### src/rtl/mem_arbiter_pkg.sv
// Shared types and defaults for the two-port main-memory arbiter.
package mem_arbiter_pkg;

    localparam int unsigned ADDR_W_DEF = 28;
    localparam int unsigned DATA_W_DEF = 128;

    typedef enum logic [1:0] {
        IDLE    = 2'd0,
        GRANT_I = 2'd1,
        GRANT_D = 2'd2
    } state_t;

    localparam logic PORT_I = 1'b0;
    localparam logic PORT_D = 1'b1;

endpackage

### src/rtl/mem_arbiter_pick.sv
// Two-way round-robin selector: picks the pending port, or on a tie the one not served last.
module mem_arbiter_pick
    import mem_arbiter_pkg::*;
(
    input  logic req_i,
    input  logic req_d,
    input  logic last,
    output logic grant_valid,
    output logic grant_port
);

    always_comb begin
        grant_valid = req_i | req_d;
        grant_port  = PORT_I;
        if (req_i && req_d) begin
            grant_port = ~last;
        end else if (req_d) begin
            grant_port = PORT_D;
        end
    end

endmodule

### src/rtl/mem_arbiter.sv
// Serialises I-cache refills and D-cache refills/write-backs onto one block-wide memory port.
module mem_arbiter
    import mem_arbiter_pkg::*;
#(
    parameter int unsigned ADDR_W = ADDR_W_DEF,
    parameter int unsigned DATA_W = DATA_W_DEF
) (
    input  logic              CLK,
    input  logic              RESET,
    input  logic              I_READ,
    input  logic [ADDR_W-1:0] I_ADDRESS,
    output logic [DATA_W-1:0] I_READDATA,
    output logic              I_BUSYWAIT,
    input  logic              D_READ,
    input  logic              D_WRITE,
    input  logic [ADDR_W-1:0] D_ADDRESS,
    input  logic [DATA_W-1:0] D_WRITEDATA,
    output logic [DATA_W-1:0] D_READDATA,
    output logic              D_BUSYWAIT,
    output logic              MEM_READ,
    output logic              MEM_WRITE,
    output logic [ADDR_W-1:0] MEM_ADDRESS,
    output logic [DATA_W-1:0] MEM_WRITEDATA,
    input  logic [DATA_W-1:0] MEM_READDATA,
    input  logic              MEM_BUSYWAIT
);

    state_t state_q, state_d;
    logic   last_q;
    logic   done_i_q, done_d_q;
    logic   req_i, req_d;
    logic   grant_valid, grant_port;
    logic   start_c, finish_c;

    // A port is masked for the cycle after its completion so it is never regranted on a stale request.
    assign req_i      = I_READ & ~done_i_q;
    assign req_d      = (D_READ | D_WRITE) & ~done_d_q;
    assign I_BUSYWAIT = req_i;
    assign D_BUSYWAIT = req_d;

    mem_arbiter_pick u_pick (
        .req_i       (req_i),
        .req_d       (req_d),
        .last        (last_q),
        .grant_valid (grant_valid),
        .grant_port  (grant_port)
    );

    always_comb begin
        state_d  = state_q;
        start_c  = 1'b0;
        finish_c = 1'b0;
        case (state_q)
            IDLE: begin
                if (grant_valid) begin
                    start_c = 1'b1;
                    state_d = (grant_port == PORT_D) ? GRANT_D : GRANT_I;
                end
            end
            GRANT_I, GRANT_D: begin
                if (!MEM_BUSYWAIT) begin
                    finish_c = 1'b1;
                    state_d  = IDLE;
                end
            end
            default: state_d = IDLE;
        endcase
    end

    // Command registers hold the granted request; requester inputs are ignored until completion.
    always_ff @(posedge CLK) begin
        if (RESET) begin
            state_q       <= IDLE;
            last_q        <= PORT_I;
            done_i_q      <= 1'b0;
            done_d_q      <= 1'b0;
            MEM_READ      <= 1'b0;
            MEM_WRITE     <= 1'b0;
            MEM_ADDRESS   <= '0;
            MEM_WRITEDATA <= '0;
            I_READDATA    <= '0;
            D_READDATA    <= '0;
        end else begin
            state_q  <= state_d;
            done_i_q <= finish_c && (state_q == GRANT_I);
            done_d_q <= finish_c && (state_q == GRANT_D);
            if (start_c) begin
                MEM_ADDRESS <= (grant_port == PORT_D) ? D_ADDRESS : I_ADDRESS;
                if (grant_port == PORT_D) begin
                    MEM_WRITEDATA <= D_WRITEDATA;
                end
                // Simultaneous D read and write is resolved as a write.
                MEM_WRITE <= (grant_port == PORT_D) && D_WRITE;
                MEM_READ  <= (grant_port == PORT_I) || !D_WRITE;
            end else if (finish_c) begin
                MEM_READ  <= 1'b0;
                MEM_WRITE <= 1'b0;
                last_q    <= (state_q == GRANT_D) ? PORT_D : PORT_I;
                if (MEM_READ && (state_q == GRANT_I)) begin
                    I_READDATA <= MEM_READDATA;
                end
                if (MEM_READ && (state_q == GRANT_D)) begin
                    D_READDATA <= MEM_READDATA;
                end
            end
        end
    end

endmodule

### config.mk
export PLATFORM = sky130hd
export DESIGN_NAME = mem_arbiter
export DESIGN_NICKNAME = d
export VERILOG_FILES = /design/src/rtl/mem_arbiter_pkg.sv /design/src/rtl/mem_arbiter_pick.sv /design/src/rtl/mem_arbiter.sv
export SDC_FILE = /design/constraint.sdc
export NUM_CORES = 1
export LEC_CHECK = 0
export CAP_MARGIN = 25
export CORE_AREA = 2 2 289 291
export DETAILED_ROUTE_END_ITERATION = 10
export DIE_AREA = 0 0 291 293
export DONT_BUFFER_PORTS = 1
export PLACE_DENSITY = 0.33
export SLEW_MARGIN = 40
export SYNTH_ARGS = -nofsm -noshare
export SYNTH_HDL_FRONTEND = slang
export SYNTH_HIERARCHICAL = 1
export SYNTH_SLANG_ARGS = --single-unit
### constraint.sdc
create_clock -name CLK -period 3.7 [get_ports CLK]
set_clock_uncertainty 0.2 [all_clocks]
set_input_delay 0.37 -clock CLK [delete_from_list [all_inputs] [get_ports CLK]]
set_output_delay 0.37 -clock CLK [all_outputs]
set_load 0.005 [all_outputs]
==> results.json <==
{
  "routed_via_density": 4.12,
  "start_util_pct": 20.0,
  "cts_tree": "yes",
  "grt_max_degree": 294,
  "final_cell_mix": "dlygate4sd3_1 (504), dfxtp_1 (419), nand2b_1 (386)",
  "first_pass_iters": 5,
  "num_vias": 13400,
  "p_switching_uw": 2930,
  "drc": 0,
  "clkLatencyLatePin_ps": 580,
  "required_ps": 4040,
  "ant_nets": 0,
  "track_usage_pct": 14.3,
  "syn-num-nets": 2021,
  "fmaxAchievable_mhz": 312,
  "port_buffers": 0,
  "power_leakage_uw": 0.00991,
  "clk_pin_slew_ps": 60,
  "overflow": 0,
  "wl_per_cell_microns": 19.6,
  "max_cap_viol_count": 0,
  "synth_seq_cells": 419,
  "slowest_stage": "dlygate4sd3_1",
  "row_count": 105,
  "cp-start-kind": "flip-flop",
  "final_common_cell": "dlygate4sd3_1",
  "drive_gt1_share_pct": 4.85,
  "synthCells": 1700,
  "hp-class": "primary input to flip-flop",
  "yosysUniqueCellTypes": 24,
  "cp_data_arrival_time_ps": 3540,
  "internal-power_uw": 8490,
  "syn_avg_cell_area_sq_um": 9.62,
  "tightest_slew_ps": 662,
  "cts_buffer_depth": 3,
  "path_class": "flip-flop to flip-flop",
  "routed_wl_microns": 63800,
  "grt_pass1_wl_microns": 93600,
  "ir_drop_mv": 0.301,
  "comb_power_share_pct": 12.0,
  "pin_count": 734,
  "power.total_uw": 11400,
  "die_y_microns": 293,
  "fillCellCount": 8500,
  "place_hpwl_microns": 42000,
  "hold_viol_final": 0,
  "stdcell_area_sq_mm": 0.0242,
  "post_cts_resized": 0,
  "core-area_sq_mm": 0.0818,
  "fin_nets": 2468,
  "pwr-share-clk_pct": 44.5,
  "yosysWarnings": 6,
  "status": "completed",
  "crit_fanout": 17,
  "drv_slew": 0,
  "clock_sinks": 419,
  "setup_violations": 0,
  "finalSetupTns_ps": 0,
  "grt_pass1_vias": 14300,
  "rsz0062_at_grt": "false",
  "die_area_sq_mm": 0.0853,
  "cts_setup_buffers": 0,
  "powerDensity_mw_per_mm2": 472,
  "htree_levels": 2,
  "gp_congestion": 0.774,
  "switching_share_pct": 25.6,
  "crit_path_end_kind": "flip-flop",
  "syn_to_final_growth_pct": 47.9,
  "sequentialPowerShare_pct": 43.5,
  "slew_headroom_pct": 55.8,
  "die-width_microns": 291,
  "placed_area_sq_mm": 0.0174,
  "drtIter0Drc": 443,
  "crit_chain": "nor2b_1, or2_1, and2_2, or3_4, buf_4, mux2i_1, dlygate4sd3_1",
  "ys_seq_area_share_pct": 51.3,
  "critPathMaxStageDelay_ps": 550,
  "period_minus_slack_ps": 3200,
  "clockRootBuffer": "clkbuf_16",
  "synth_area_sq_mm": 0.0164,
  "antenna_found_initial": 6,
  "layout_worst_path_cycle_share_pct": 86.6,
  "numCtsBuffers": 51,
  "rrSetupSlack_ps": 500
}
[path summary, 6_finish.rpt]
path,start,to,depth (start not counted)
max,done_i_q$_SDFF_PP0_,D_READDATA[5]$_SDFFE_PP0P_,7
min,RESET,D_READDATA[11]$_SDFFE_PP0P_,3
max reg2reg,done_i_q$_SDFF_PP0_,D_READDATA[5]$_SDFFE_PP0P_,7
min reg2reg,D_READDATA[89]$_SDFFE_PP0P_,D_READDATA[89]$_SDFFE_PP0P_,2
[timing repair]
action | CTS | global route
hold buffers | 506 | 0
setup endpoints to repair | 0 | 0
hold endpoints to repair | 419 | 0
[Yosys cell counts]
library cell	number	area [sq um]
a211oi_1	28	210
a21boi_1	1	7.51
or3_1	3	18.8
nand3b_1	1	7.51
mux2i_1	284	2840
nand2_1	262	983
nor3_1	2	10.0
buf_2	22	110
buf_6	4	45.0
and2_1	2	12.5
inv_1	2	7.51
o21ai_0	3	15.0
nor2b_1	3	18.8
a21oi_1	133	666
ha_1	3	37.5
nor2_1	32	120
nand2b_1	386	2410
dfxtp_1	419	8390
and3_1	1	6.26
buf_4	4	30.0
nand3_1	5	25.0
or2_1	1	6.26
clkbuf_1	91	342
buf_1	8	30.0
[per-stage QoR]
stage	utilization (%)	hold slack [ps]	worst slack, ps	instances
2_1_floorplan	-	253	1410	1700
5_1_grt	29.6	125	329	3255
4_1_cts	29.5	16.9	475	3253
6_report	29.6	135	498	3255
3_5_place_dp	21.2	268	894	2657
3_3_place_gp	21.2	267	942	2657
[cell type report]
| cell class | count | area (sq um) | area share (%) |
|---|---|---|---|
| Clock inverter | 14 | 173 | 0.714 |
| Sequential cell | 419 | 8390 | 34.7 |
| Tap cell | 1070 | 1340 | 5.53 |
| Timing Repair Buffer | 523 | 5330 | 22.0 |
| Clock buffer | 76 | 1510 | 6.24 |
| Inverter | 2 | 7.51 | 0.0310 |
| Antenna cell | 1 | 2.50 | 0.0103 |
| Multi-Input combinational cell | 1150 | 7450 | 30.8 |
[power groups by stage]
stage	Sequential [uW]	Clock [uW]	Combinational, uW
6_report	4970	5080	1370
3_5_place_dp	5080	0	779
5_1_grt	4990	5430	1500
3_3_place_gp	5080	0	755
4_1_cts	4980	5270	1360
2_1_floorplan	4950	0	655
[cells by family (layout without fill, tap and decap cells)]
group | count (synthesis) | in the layout | synth area share, %
buf+inv | 131 | 615 | 3.45
compound gates | 165 | 165 | 5.49
mux | 284 | 284 | 17.4
other cells | 0 | 1 | 0
simple gates | 698 | 698 | 22.2
flops | 419 | 419 | 51.3
fa+ha+maj | 3 | 3 | 0.230
[flip-flops by register name, indices dropped and copies added, names as in the netlist]
signal / cells
MEM_READ: 1
MEM_WRITE: 1
D_READDATA: 128
I_READDATA: 128
state_q: 2
done_i_q: 1
done_d_q: 1
MEM_WRITEDATA: 128
last_q: 1
MEM_ADDRESS: 28
[metal layers]
metal / vias up / track usage, % / part of all wire, %
li1: 6470 / - / -
met1: 6338 / 14.8 / 36
met2: 513 / 26.1 / 51
met3: 95 / 5.70 / 9.3
met4: 4 / 5.31 / 3.4
met5: - / 0 / 0.036
[critical path: cells and delay by family, from the launching register on]
family,cells,cell delay [ps]
buffers and inverters,2,970
muxes,1,230
and+or+nand+nor,4,1440
DFF,1,300
Power figures use the tool's default switching activity.
